**src/rtl/spdif_frame_assemble_if.sv**
```systemverilog
// Sample-pair handshake between the upstream PCM source and the S/PDIF framer.
interface spdif_frame_assemble_if #(
  parameter int unsigned SAMPLE_WIDTH = 24
);
  logic [SAMPLE_WIDTH-1:0] sample_l;
  logic [SAMPLE_WIDTH-1:0] sample_r;
  logic                    sample_valid;
  logic                    sample_ready;

  // A pair transfers on a rising clk edge where sample_valid && sample_ready;
  // the source holds data stable while valid is high and not yet accepted.
  modport master (
    output sample_l,
    output sample_r,
    output sample_valid,
    input  sample_ready
  );

  modport slave (
    input  sample_l,
    input  sample_r,
    input  sample_valid,
    output sample_ready
  );
endinterface

```
**src/rtl/spdif_frame_assemble.sv**
```systemverilog
// S/PDIF transmit framer: one clk per BMC half-cell, 128 half-cells per stereo
// frame, 192-frame blocks, one holding register ahead of the frame registers.
module spdif_frame_assemble #(
  parameter int unsigned SAMPLE_WIDTH = 24,
  parameter logic [31:0] CS_WORD      = 32'h0200_0004
) (
  input  logic                   clk,
  input  logic                   rst,
  spdif_frame_assemble_if.slave  smp,
  output logic                   spdif_out_o,
  output logic                   frame_start_o,
  output logic                   underrun_o
);

  localparam int unsigned PAD   = 24 - SAMPLE_WIDTH;
  localparam logic [7:0]  PRE_B = 8'b1110_1000;
  localparam logic [7:0]  PRE_M = 8'b1110_0010;
  localparam logic [7:0]  PRE_W = 8'b1110_0100;

  logic [6:0]              hc_q, hc_d;
  logic [7:0]              frame_idx_q, frame_idx_d;
  logic                    hold_full_q, hold_full_d;
  logic [SAMPLE_WIDTH-1:0] hold_l_q, hold_l_d;
  logic [SAMPLE_WIDTH-1:0] hold_r_q, hold_r_d;
  logic [23:0]             frame_l_q, frame_l_d;
  logic [23:0]             frame_r_q, frame_r_d;
  logic                    spdif_q, spdif_d;
  logic                    frame_start_q, frame_start_d;
  logic                    underrun_q, underrun_d;

  logic       load_edge;
  logic       accept;
  logic [4:0] slot;
  logic [4:0] audio_idx;
  logic [23:0] word;
  logic       cs_bit;
  logic       parity;
  logic       data_bit;
  logic [7:0] pre;
  logic [7:0] pre_trans;
  logic       toggle;

  assign load_edge        = (hc_q == 7'd127);
  assign accept           = smp.sample_valid && !hold_full_q;
  assign smp.sample_ready = !hold_full_q;
  assign spdif_out_o      = spdif_q;
  assign frame_start_o    = frame_start_q;
  assign underrun_o       = underrun_q;

  // Counters, holding register and frame load.
  always_comb begin
    hc_d        = hc_q + 7'd1;
    frame_idx_d = frame_idx_q;
    hold_full_d = hold_full_q;
    hold_l_d    = hold_l_q;
    hold_r_d    = hold_r_q;
    frame_l_d   = frame_l_q;
    frame_r_d   = frame_r_q;
    if (load_edge) begin
      frame_idx_d = (frame_idx_q == 8'd191) ? 8'd0 : frame_idx_q + 8'd1;
      frame_l_d   = hold_full_q ? (24'(hold_l_q) << PAD) : 24'h0;
      frame_r_d   = hold_full_q ? (24'(hold_r_q) << PAD) : 24'h0;
      hold_full_d = 1'b0;
    end
    if (accept) begin
      hold_full_d = 1'b1;
      hold_l_d    = smp.sample_l;
      hold_r_d    = smp.sample_r;
    end
  end

  // Line encoder: every half-cell is expressed as "toggle or hold" relative
  // to the current line level, which makes preamble inversion automatic.
  always_comb begin
    slot      = hc_q[5:1];
    audio_idx = slot - 5'd4;
    word      = hc_q[6] ? frame_r_q : frame_l_q;
    cs_bit    = (frame_idx_q < 8'd32) ? CS_WORD[frame_idx_q[4:0]] : 1'b0;
    parity    = (^word) ^ cs_bit;
    case (slot)
      5'd28, 5'd29: data_bit = 1'b0;
      5'd30:        data_bit = cs_bit;
      5'd31:        data_bit = parity;
      default:      data_bit = word[audio_idx];
    endcase
    if (hc_q[6]) begin
      pre = PRE_W;
    end else if (frame_idx_q == 8'd0) begin
      pre = PRE_B;
    end else begin
      pre = PRE_M;
    end
    pre_trans = pre ^ {1'b0, pre[7:1]};
    if (slot < 5'd4) begin
      toggle = pre_trans[3'd7 - hc_q[2:0]];
    end else begin
      toggle = !hc_q[0] || data_bit;
    end
    spdif_d       = spdif_q ^ toggle;
    frame_start_d = (hc_q == 7'd0);
    underrun_d    = load_edge && !hold_full_q;
  end

  always_ff @(posedge clk) begin
    if (rst) begin
      hc_q          <= '0;
      frame_idx_q   <= '0;
      hold_full_q   <= 1'b0;
      hold_l_q      <= '0;
      hold_r_q      <= '0;
      frame_l_q     <= '0;
      frame_r_q     <= '0;
      spdif_q       <= 1'b0;
      frame_start_q <= 1'b0;
      underrun_q    <= 1'b0;
    end else begin
      hc_q          <= hc_d;
      frame_idx_q   <= frame_idx_d;
      hold_full_q   <= hold_full_d;
      hold_l_q      <= hold_l_d;
      hold_r_q      <= hold_r_d;
      frame_l_q     <= frame_l_d;
      frame_r_q     <= frame_r_d;
      spdif_q       <= spdif_d;
      frame_start_q <= frame_start_d;
      underrun_q    <= underrun_d;
    end
  end

endmodule

```
**src/flat_wrapper.sv**
```systemverilog
// flat-port wrapper written by rule: the top's interface ports become plain ports
module spdif_frame_assemble_flat 
#(
  parameter int unsigned SAMPLE_WIDTH = 24,
  parameter logic [31:0] CS_WORD      = 32'h0200_0004
)
  (clk, rst, spdif_out_o, frame_start_o, underrun_o, smp_sample_l, smp_sample_r, smp_sample_valid, smp_sample_ready);
  spdif_frame_assemble_if #(.SAMPLE_WIDTH(SAMPLE_WIDTH)) smp_i ();
  input  logic clk;
  input  logic rst;
  output logic spdif_out_o;
  output logic frame_start_o;
  output logic underrun_o;
  input wire logic [$bits(smp_i.sample_l)-1:0] smp_sample_l;
  input wire logic [$bits(smp_i.sample_r)-1:0] smp_sample_r;
  input wire logic [$bits(smp_i.sample_valid)-1:0] smp_sample_valid;
  output wire logic [$bits(smp_i.sample_ready)-1:0] smp_sample_ready;
  assign smp_i.sample_l = smp_sample_l;
  assign smp_i.sample_r = smp_sample_r;
  assign smp_i.sample_valid = smp_sample_valid;
  assign smp_sample_ready = smp_i.sample_ready;
  spdif_frame_assemble #(.SAMPLE_WIDTH(SAMPLE_WIDTH), .CS_WORD(CS_WORD)) u_core (.clk(clk), .rst(rst), .smp(smp_i), .spdif_out_o(spdif_out_o), .frame_start_o(frame_start_o), .underrun_o(underrun_o));
endmodule
```
**config.mk**
```make
export PLATFORM = sky130hd
export DESIGN_NAME = spdif_frame_assemble_flat
export DESIGN_NICKNAME = d
export VERILOG_FILES = /design/src/rtl/spdif_frame_assemble_if.sv /design/src/rtl/spdif_frame_assemble.sv /design/src/flat_wrapper.sv
export SDC_FILE = /design/constraint.sdc
export NUM_CORES = 1
export LEC_CHECK = 0
export BUFFER_PORTS_ARGS = -buffer_cell sky130_fd_sc_hd__buf_2
export CAP_MARGIN = 30
export CORE_UTILIZATION = 45
export DETAILED_ROUTE_END_ITERATION = 16
export GPL_ROUTABILITY_DRIVEN = 0
export PLACE_DENSITY = 0.72
export SLEW_MARGIN = 30
export SYNTH_ARGS = -nofsm -noshare
export SYNTH_HDL_FRONTEND = slang
export SYNTH_SLANG_ARGS = --single-unit
```
**constraint.sdc**
```tcl
create_clock -name clk -period 4.83 [get_ports clk]
set_input_delay 0.966 -clock clk [delete_from_list [all_inputs] [get_ports clk]]
set_output_delay 0.966 -clock clk [all_outputs]
set_load 0.05 [all_outputs]
```
==> key figures, run 1 <==
Pwr
  – Pleak: between 2 and 2.5 nW
  – Max VDD drop: 0.223 mV
  – Pwr Total: 2.40 mW
  – Power per cell area: 407 mW/mm^2

Global route
  – Vias in the first global route: 3,725
  – All-Layer GR Usage: slightly above 20%
  – Met1 Use GR: 23.7%
  – First-pass GRT wire length: 17,900 um
  – Largest net degree at the start of global routing: 50
  – Met3 usage: ~5.5%
  – Gr ovfl total: 0
  – Met2 usage: 34.7%
  – Antenna violations before repair: 0
  – GRT busiest layer: met2

Routing
  – Drt wl/cell: 14.5 um
  – DRT iter0 DRCs: around 170
  – WL final: 10,500 um
  – Routed vias: 3,835
  – Pre-Repair DR Iteration Count: 4
  – DR vias/cell: 5.29
  – DRC viols: 0
  – DRT antenna net count: 0

Critical path
  – Reg2reg end: u_core.spdif_out_o$_SDFF_PP0_
  – CP max stage delay: 0.85 ns
  – Crit path max-delay cell type: dfxtp_1
  – Worst Path Max Fanout: 17
  – Reg-to-Reg Start: u_core.hc_q[1]$_SDFF_PP0_
  – Startpoint types: flop
  – Buf/Inv on CP: 0
  – CP Data Required Time: 5.27 ns
  – Worst setup EP type: flop
  – Reg2reg setup slack: roughly 2.0 ns
  – Worst path depth: 8
  – Worst-path cell chain: nand2_1 -> o221ai_1 -> o22ai_1 -> a2111o_1 -> a311oi_1 -> a211oi_1 -> or3_1 -> a21oi_1
  – Crit path kind: flop to flop
  – Crit-path leading delay family: compound AO/OA/AOI/OAI gates
  – R2R depth: 8
  – Critical path data arrival time: 3.28 ns

Yosys
  – Most common cell in the netlist: dfxtp_1
  – Async set-reset flop share out of synthesis: 0%
  – Adder-Cell Fraction of Synth Area: between 1.5 and 2%
  – Largest family of logic cells by synthesized area: compound AO/OA/AOI/OAI gates
  – Mapped Area: 0.00496 mm^2
  – Complex-gate fraction of the synthesized area: between 15 and 20%
  – Dominant synthesized flop cell: dfxtp_1
  – Post-synthesis mux area share: 7.49%
  – Post-synthesis area per instance: 9.35 um^2
  – Most frequent cells after synthesis: dfxtp_1 (116), nand2_1 (110), a21oi_1 (56)
  – Post-synth EDFFs: 0
  – Yosys cell types: 42
  – Cell count after synthesis: 531
  – Post-synthesis xor/xnor area fraction: between 8 and 9%
  – Top-area cell type share of the netlist area: 46.8%
  – Post-synthesis sequential area ratio: 46.8%
  – Dominant cells by area after synthesis: dfxtp_1 (47%), nand2_1 (8.3%), a22o_1 (8.3%), a21oi_1 (5.6%), xor2_1 (4.8%)
  – Synth warnings: 0
  – Mapped Nets: 588
  – Post-Synth Simple-Gate Area: about 14%
  – Flops & latches, synth: roughly 120
  – Synth area leader: dfxtp_1

Clocking
  – Longest Clk Path Bufs: 2
  – Clk sink count: 116
  – Setup bufs post-CTS: 0
  – Num CTS Buffers: 17
  – Worst skew pair latency: approximately 0.52 ns
  – CTS resizes: 0
  – Worst-path clk slew: 0.06 ns
  – CTS tree: yes
  – Clk root buf: clkbuf_8
  – Htree depth: 4
  – Hold buffer count at cts: 0

Floorplan
  – I/O pin total: 55
  – Die Wd: around 110 um
  – Die Y: between 100 and 150 um
  – Row cnt: 37
  – Core ar.: 0.0105 mm^2
  – Die ar.: roughly 0.011 mm^2
  – Initial Utilization: 47.2%

Final layout
  – Layout cells sized above 1: 17.1%
  – Nets@finish: 633
  – # diodes: 0
  – Fill cells: around 860
  – Fin util: between 50% and 60%
  – Area Growth Syn to Fin: 18.9%
  – Finished Layout Cells: about 730
  – Post-route cell area: just under 0.006 mm^2

Worst hold path
  – Hold Path Origin: u_core.hold_r_q[7]$_SDFFE_PP0P_
  – WHS Path Cells: 2
  – Hold Path Class: flop to flop
  – Min-Delay Endpoint: u_core.hold_r_q[7]$_SDFFE_PP0P_

STA
  – Max transition margin: 45.7%
  – Final setup viols: 0
  – Final worst setup slack: 1.99 ns
  – Max Transition Viols Final: 0
  – Worst-margin pin slew: 0.814 ns
  – Post-route minimum period: ~2.8 ns
  – RSZ-0062 raised after global routing: no
  – Part of the cycle the worst path needs: 58.7%
  – Clock skew: 0.00574 ns
  – Setup tns final: 0 ns
  – Fmax: 352 MHz
  – Final Hold Viols: 0
  – Fin Hold WS: 0.454 ns

Place
  – Placed Cells: 692
  – Number of I/O port buffers: 54
  – Place WS: 1.83 ns
  – Post-DP HPWL: between 7000 and 8000 um
  – Cell Area, Placed: 0.00527 mm^2

Outcome
  – Run status: finished clean

Job
  – Max-cap violations: 0
-- layout by cell type (no fill, tap or decap), types with 2 or more instances in the layout --
cell type / n
bufinv_16: 4
clkinvlp_4: 2
xnor3_1: 2
xnor2_1: 18
mux4_2: 6
clkinv_2: 4
nand4_1: 5
nand2_1: 110
nand3_1: 8
nor2_1: 24
o21ai_0: 2
buf_2: 54
inv_1: 11
mux2i_1: 21
a211oi_1: 3
ha_1: 6
clkbuf_16: 16
or3_1: 2
a21oi_1: 56
xor2_1: 27
clkbuf_1: 4
and2_1: 2
nor3_1: 4
nor2b_1: 2
buf_4: 6
a22o_1: 47
clkbuf_8: 2
o221ai_1: 4
and3_1: 3
nand2b_1: 2
dfxtp_1: 115
-- metal layers --
metal,vias to the layer above,share of wire [%]
met1,1805,43
met4,0,2.0
met2,72,51
met3,21,3.5
li1,1937,-
met5,-,0
-- worst reg2reg max path, delay by kind of cell (launching register included) --
kind	cells	cell delay, ns
compound gates	6	1.32
simple gates	2	0.60
flops	1	0.85
-- final cells by class --
class | instances | area, um^2 | share of cell area, %
Clock buffer | 22 | 443 | 7.51
Clock inverter | 10 | 155 | 2.63
Inverter | 11 | 41.3 | 0.700
Multi-Input combinational cell | 369 | 2420 | 41.1
Sequential cell | 116 | 2320 | 39.4
Tap cell | 136 | 170 | 2.88
Timing Repair Buffer | 61 | 343 | 5.81
-- worst max-delay path by stage --
| stage | from | end |
|---|---|---|
| after floorplan | u_core.hc_q[3]$_SDFF_PP0_ | u_core.spdif_out_o$_SDFF_PP0_ |
| after global placement | u_core.hc_q[6]$_SDFF_PP0_ | u_core.spdif_out_o$_SDFF_PP0_ |
| after detailed placement | u_core.hc_q[6]$_SDFF_PP0_ | u_core.spdif_out_o$_SDFF_PP0_ |
| after CTS | u_core.hc_q[6]$_SDFF_PP0_ | u_core.spdif_out_o$_SDFF_PP0_ |
| after global routing | u_core.hc_q[1]$_SDFF_PP0_ | u_core.spdif_out_o$_SDFF_PP0_ |
| final | u_core.hc_q[1]$_SDFF_PP0_ | u_core.spdif_out_o$_SDFF_PP0_ |
-- report_power, final --
part	leakage (nW)	internal, mW	switching (mW)
registers	0.944	0.988	0.0264
clock network	0.289	0.846	0.416
logic	1.18	0.0502	0.0765
-- flip-flops by register name, indices dropped and copies added, names as in the netlist, named ones only --
signal	cells
u_core.hc_q	7
u_core.frame_idx_q	8
u_core.hold_l_q	24
u_core.frame_l_q	24
u_core.spdif_out_o	1
u_core.hold_r_q	24
u_core.underrun_o	1
u_core.frame_r_q	24
u_core.frame_start_o	1
u_core.hold_full_q	1
-- logic make-up (layout without fill, tap and decap cells) --
family,count (synthesis),count (layout)
adders and majority gates,6,6
xor gates and xnor gates,47,47
AOI/OAI and AO/OA,120,120
DFF,116,116
muxes,28,28
and+or+nand+nor,168,168
buffers and inverters,46,104
(Power assumes the default switching activity.)
==> run 2: changes to the inputs <==
--- a/config.mk
+++ b/config.mk
@@ -10,7 +10,7 @@
 export CORE_UTILIZATION = 45
 export DETAILED_ROUTE_END_ITERATION = 16
 export GPL_ROUTABILITY_DRIVEN = 0
-export PLACE_DENSITY = 0.72
+export PLACE_DENSITY = 0.74
 export SLEW_MARGIN = 30
 export SYNTH_ARGS = -nofsm -noshare
 export SYNTH_HDL_FRONTEND = slang
==> constraint.sdc (replaced) <==
create_clock -name clk -period 2.6 [get_ports clk]
set_input_delay 0.52 -clock clk [delete_from_list [all_inputs] [get_ports clk]]
set_output_delay 0.52 -clock clk [all_outputs]
set_load 0.05 [all_outputs]
==> run 2 against run 1 <==
Against the previous run: total power rose by 94%; critical endpoint unchanged; worst hold slack got worse by 0.22 ns; critical path type unchanged; clock skew rose by 0.0032 ns.
==> key figures, run 2 (synthesized netlist as in run 1, its figures left out) <==
Routing
  – WL final: 11,100 um (+5.6%)
  – DRT iter0 DRCs: 149 (-11%)
  – DRC viols: 0 (unchanged)
  – Routed vias: 4,001 (+4.3%)
  – DRT antenna net count: 0 (unchanged)
  – DR vias/cell: 5.48 (+3.6%)
  – Drt wl/cell: 15.2 um (+4.9%)
  – Pre-Repair DR Iteration Count: 4 (unchanged)

Pwr
  – Part of the power in registers: 40.2% (-2.0 points)
  – Power per cell area: 774 mW/mm^2 (+90%)
  – Internal power: 3.68 mW (+95%)
  – Net Switching: 975 uW (+88%)
  – Pleak: 2.47 nW (+2.4%)
  – Pwr Total: 4.66 mW (+94%)
  – Clock group share of total power: 54.3% (+1.8 points)
  – Max VDD drop: 0.545 mV (+140%)
  – Combinational Power Share: 5.4% (about the same)
  – Switching share of power: 20.9% (-0.66 points)

Critical path
  – CP Data Required Time: 3.05 ns (-2.22 ns)
  – Worst setup startpoint: u_core.hc_q[3]$_SDFF_PP0_
  – Critical path data arrival time: 2.86 ns (-0.42 ns)
  – Startpoint types: flop
  – Crit path kind: flop to flop
  – Reg-to-Reg Start: u_core.hc_q[3]$_SDFF_PP0_
  – Worst setup EP type: flop
  – Reg2reg setup slack: 0.19 ns (-1.80 ns)
  – Worst Path Max Fanout: 5 (-12)

Clocking
  – Longest Clk Path Bufs: 2 (unchanged)
  – Hold buffer count at cts: 0 (unchanged)
  – Htree depth: 4 (unchanged)
  – Clk root buf: clkbuf_8
  – Setup bufs post-CTS: 0 (unchanged)
  – Num CTS Buffers: 17 (unchanged)
  – Worst-path clk slew: 0.06 ns (about the same)
  – Worst skew pair latency: 0.52 ns (about the same)
  – CTS tree: yes
  – Clk sink count: 116 (unchanged)

Floorplan
  – Die ar.: 0.0115 mm^2 (unchanged)
  – Initial Utilization: 47.2% (unchanged)
  – I/O pin total: 55 (unchanged)
  – Row cnt: 37 (unchanged)
  – Die Wd: 107 um (unchanged)
  – Die Y: 107 um (unchanged)
  – Core ar.: 0.0105 mm^2 (unchanged)

Worst hold path
  – Hold Path Class: input port to flop
  – Hold Path Origin: smp_sample_r[22]

STA
  – Final Hold Viols: 0 (unchanged)
  – Clock skew: 0.00893 ns (+0.00319 ns)
  – RSZ-0062 raised after global routing: no
  – Final worst setup slack: 0.191 ns (-1.80 ns)
  – Setup tns final: 0 ns (unchanged)
  – Final setup viols: 0 (unchanged)
  – Part of the cycle the worst path needs: 92.7% (+34 points)
  – Worst-margin pin slew: 0.493 ns (-0.321 ns)
  – Fin Hold WS: 0.230 ns (-0.224 ns)
  – Max transition margin: 67.2% (+21 points)
  – Fmax: 415 MHz (+18%)
  – Max Transition Viols Final: 0 (unchanged)
  – Post-route minimum period: 2.41 ns (-0.428 ns)

Global route
  – Gr ovfl total: 0 (unchanged)
  – All-Layer GR Usage: 21.0% (+0.71 points)
  – Antenna violations before repair: 0 (unchanged)
  – First-pass GRT wire length: 18,400 um (+3.0%)
  – Vias in the first global route: 3,920 (+5.2%)
  – Largest net degree at the start of global routing: 50 (unchanged)

Final layout
  – Finished Layout Cells: 730 (+0.69%)
  – Post-route cell area: 0.00602 mm^2 (+2.0%)
  – Commonest non-fill, non-tap cell in the layout: dfxtp_1
  – Leading cell types in the layout, fill and taps excluded: dfxtp_1 (116), nand2_1 (110), a21oi_1 (56)
  – Area Growth Syn to Fin: 21.3%
  – Fin util: 57.3% (+1.1 points)
  – Layout cells sized above 1: 18.2% (+1.0 points)
  – Nets@finish: 638 (+0.79%)
  – # diodes: 0 (unchanged)

Place
  – Cell Area, Placed: 0.00536 mm^2 (+1.6%)
  – Placed Cells: 698 (+0.87%)
  – Post-DP HPWL: 7720 um (+7.1%)
  – Number of I/O port buffers: 54 (unchanged)
  – Place WS: 0.184 ns (-1.65 ns)

Job
  – Max-cap violations: 0 (unchanged)

Outcome
  – Run status: finished clean
-- run 2: cell types whose count changed in the layout (fill, tap and decap cells not counted), moves of 2 or more --
cell | previous run | this run
buf_4 | 6 | 9
clkbuf_1 | 4 | 2
buf_12 | 0 | 3
clkbuf_8 | 2 | 5
-- run 2: what timing repair did --
| action | CTS | global route |
|---|---|---|
| endpoints found under the setup margin | 0 | 1 |
| gates resized for setup | 0 | 1 |
| hold endpoints to repair | 0 | 0 |
-- run 2: metal layers --
layer	GRT usage, %	share of wire (%)	up-vias
li1	-	-	1955
met1	24.0	43	1915
met2	35.2	50	97
met3	6.44	3.8	34
met4	10.6	3.7	0
met5	0	0	-
-- run 2: worst max-delay path, stage by stage (launching register included) --
cell and delay, ns:
dfxtp_1 0.33, inv_1 0.12, ha_4 0.31, and2b_1 0.18
o221ai_1 0.09, o22ai_1 0.14, a2111o_1 0.35, a311oi_1 0.28
a211oi_1 0.09, or3_1 0.32, a21oi_1 0.15
-- run 2: power groups by stage --
stage | Sequential (mW) | Clock, mW | Combinational (mW)
finish | 1.87 | 2.53 | 0.252
global route | 1.88 | 2.64 | 0.280
CTS | 1.87 | 2.56 | 0.254
detailed placement | 1.91 | 0 | 0.252
global placement | 1.91 | 0 | 0.244
floorplan | 1.91 | 0 | 0.160
-- run 2: path summary, 6_finish.rpt --
path	endpoint	cells past startpoint
hold reg to reg	u_core.hold_l_q[18]$_SDFFE_PP0P_	2
setup reg to reg	u_core.spdif_out_o$_SDFF_PP0_	10
setup / recovery	u_core.spdif_out_o$_SDFF_PP0_	10
hold / removal	u_core.hold_r_q[22]$_SDFFE_PP0P_	3
-- run 2: final cells by class --
type	count	area, um^2
fill	883	4490
multi-input combinational	369	2440
sequential	116	2320
clock buffer	23	477
timing repair buffer	66	398
clock inverter	9	173
tap	136	170
inverter	11	41.3
==> run 3: changes to the inputs <==
--- a/config.mk
+++ b/config.mk
@@ -7,10 +7,13 @@
 export LEC_CHECK = 0
 export BUFFER_PORTS_ARGS = -buffer_cell sky130_fd_sc_hd__buf_2
 export CAP_MARGIN = 30
-export CORE_UTILIZATION = 45
+export CELL_PAD_IN_SITES_DETAIL_PLACEMENT = 0
+export CELL_PAD_IN_SITES_GLOBAL_PLACEMENT = 1
+export CORE_UTILIZATION = 40
+export CTS_CLUSTER_SIZE = 12
 export DETAILED_ROUTE_END_ITERATION = 16
 export GPL_ROUTABILITY_DRIVEN = 0
-export PLACE_DENSITY = 0.74
+export PLACE_DENSITY = 0.83
 export SLEW_MARGIN = 30
 export SYNTH_ARGS = -nofsm -noshare
 export SYNTH_HDL_FRONTEND = slang
==> run 3 against run 2 <==
Against the previous run: die area grew 12%; largest power group unchanged; sequential share of layout area down 0.16 points; sequential power barely moved; worst hold slack improved by 0.12 ns; utilization decreased by 7.2 points; clock power barely moved; global-route usage shrank 2.7 points; maximum frequency decreased by 3.0%.
==> key figures, run 3 (synthesized netlist as in run 1, its figures left out) <==
Clocking
  – Clk sink count: 116 (unchanged)
  – Num CTS Buffers: 17 (unchanged)
  – Htree depth: 4 (unchanged)
  – CTS tree: yes
  – Clk root buf: clkbuf_16
  – Setup bufs post-CTS: 0 (unchanged)
  – Worst skew pair latency: 0.41 ns (-0.11 ns)
  – Worst-path clk slew: 0.06 ns (about the same)
  – Longest Clk Path Bufs: 2 (unchanged)

STA
  – Setup tns final: 0 ns (unchanged)
  – Worst-margin pin slew: 0.474 ns (-0.0188 ns)
  – Final setup viols: 0 (unchanged)
  – Max transition margin: 68.4% (+1.3 points)
  – Final Hold Viols: 0 (unchanged)
  – Post-route minimum period: 2.48 ns (+0.0750 ns)
  – RSZ-0062 raised after global routing: no
  – Fin Hold WS: 0.346 ns (+0.116 ns)
  – Fmax: 403 MHz (-3.0%)
  – Final worst setup slack: 0.116 ns (-0.0750 ns)
  – Clock skew: 0.00812 ns (-0.000813 ns)
  – Part of the cycle the worst path needs: 95.6% (+2.9 points)
  – Max Transition Viols Final: 0 (unchanged)

Place
  – Number of I/O port buffers: 54 (unchanged)
  – Post-DP HPWL: 7630 um (-1.2%)
  – Place WS: 0.143 ns (-0.0409 ns)

Final layout
  – Footprint of the multi-input gates: 0.00243 mm^2 (-0.26%)
  – Leading cell types in the layout, fill and taps excluded: dfxtp_1 (116), nand2_1 (110), a21oi_1 (56)
  – # diodes: 0 (unchanged)
  – Sequential cell area: 0.00232 mm^2 (unchanged)
  – Fill cells: 1,124 (+27%)
  – Fin util: 50.1% (-7.2 points)
  – Commonest non-fill, non-tap cell in the layout: dfxtp_1
  – Area Growth Syn to Fin: 21.8%
  – Layout cells sized above 1: 18.4% (+0.17 points)
  – Nets@finish: 638 (unchanged)

Critical path
  – Reg-to-Reg Start: u_core.hc_q[4]$_SDFF_PP0_
  – CP max stage delay: 0.37 ns (+0.02 ns)
  – CP Data Required Time: 2.94 ns (-0.11 ns)
  – Worst setup startpoint: u_core.hc_q[4]$_SDFF_PP0_
  – Crit path max-delay cell type: a2111o_1
  – Worst Path Max Fanout: 5 (unchanged)
  – Startpoint types: flop
  – Worst setup EP type: flop
  – Crit path kind: flop to flop
  – Critical path data arrival time: 2.82 ns (-0.04 ns)
  – Worst-path cell chain: inv_1 -> ha_1 -> and2b_1 -> o221ai_1 -> o22ai_1 -> a2111o_1 -> a311oi_2 -> a211oi_1 -> or3_1 -> a21oi_1

Pwr
  – Pleak: 2.46 nW (-0.31%)
  – Power per cell area: 773 mW/mm^2 (about the same)
  – Max VDD drop: 0.645 mV (+18%)

Routing
  – Drt wl/cell: 14.2 um (-6.6%)
  – Pre-Repair DR Iteration Count: 5 (+1)
  – Routed vias: 3,930 (-1.8%)
  – DRC viols: 0 (unchanged)
  – DR vias/cell: 5.16 (-5.9%)
  – WL final: 10,900 um (-2.5%)
  – DRT antenna net count: 0 (unchanged)
  – DRT iter0 DRCs: 207 (+39%)

Floorplan
  – Core ar.: 0.0121 mm^2 (+15%)
  – Row cnt: 40 (+8.1%)
  – Die Y: 113 um (+6.0%)
  – I/O pin total: 55 (unchanged)
  – Die Wd: 113 um (+6.0%)
  – Initial Utilization: 41.1% (-6.1 points)
  – Die ar.: 0.0129 mm^2 (+12%)

Global route
  – Gr ovfl total: 0 (unchanged)
  – All-Layer GR Usage: 18.3% (-2.7 points)
  – First-pass GRT wire length: 18,400 um (-0.48%)
  – Antenna violations before repair: 0 (unchanged)
  – Vias in the first global route: 3,806 (-2.9%)
  – Largest net degree at the start of global routing: 50 (unchanged)

Job
  – Max-cap violations: 0 (unchanged)

Worst hold path
  – Hold Path Origin: smp_sample_r[6]
  – Hold Path Class: input port to flop

Outcome
  – Run status: finished clean
-- run 3: through the flow --
step / power, mW / cell area [um^2] / instances
floorplan: 2.07 / 4960 / 531
global placement: 2.15 / 5380 / 730
detailed placement: 2.16 / 5380 / 730
CTS: 4.72 / 6040 / 762
global route: 4.84 / 6040 / 762
finish: 4.67 / 6040 / 762
-- run 3: layout make-up --
type / instances / area share (%)
flip-flops and latches: 116 / 38.4
clock inverters: 14 / 3.71
repair buffers: 66 / 6.38
inverters: 11 / 0.683
well taps: 168 / 3.48
clock buffers: 18 / 7.10
multi-input cells: 369 / 40.2
-- run 3: per-layer routing --
layer / track usage (%) / share of wire, % / vias up
met5: 0 / 0 / -
met4: 8.33 / 2.4 / 0
met3: 4.62 / 4.1 / 19
met2: 31.9 / 50 / 87
met1: 21.1 / 44 / 1877
li1: - / - / 1947
-- run 3: power breakdown --
group	switching, mW	internal, mW	total [mW]
Combinational	0.151	0.0940	0.245
Clock	0.841	1.71	2.55
Sequential	0.0399	1.83	1.87
Total	1.03	3.64	4.67
-- run 3: worst paths after layout --
path / to / slack, ns / cells after the start
worst max register to register: u_core.spdif_out_o$_SDFF_PP0_ / 0.12 / 10
worst min-delay path: u_core.hold_r_q[6]$_SDFFE_PP0P_ / 0.35 / 3
worst min register to register: u_core.hold_l_q[22]$_SDFFE_PP0P_ / 0.45 / 2
worst max-delay path: u_core.spdif_out_o$_SDFF_PP0_ / 0.12 / 10
-- run 3: worst max-delay path, delay by kind of cell, from the launching register on --
| kind | cells | cell delay (ns) |
|---|---|---|
| fa+ha+maj | 1 | 0.35 |
| simple gates | 2 | 0.51 |
| flops | 1 | 0.36 |
| compound gates | 6 | 1.09 |
| buf+inv | 1 | 0.08 |
-- run 3: what timing repair did --
| action | 4_1_cts | 5_1_grt |
|---|---|---|
| gates resized for setup | 0 | 1 |
| hold buffers | 0 | 0 |
| setup endpoints to repair | 0 | 1 |
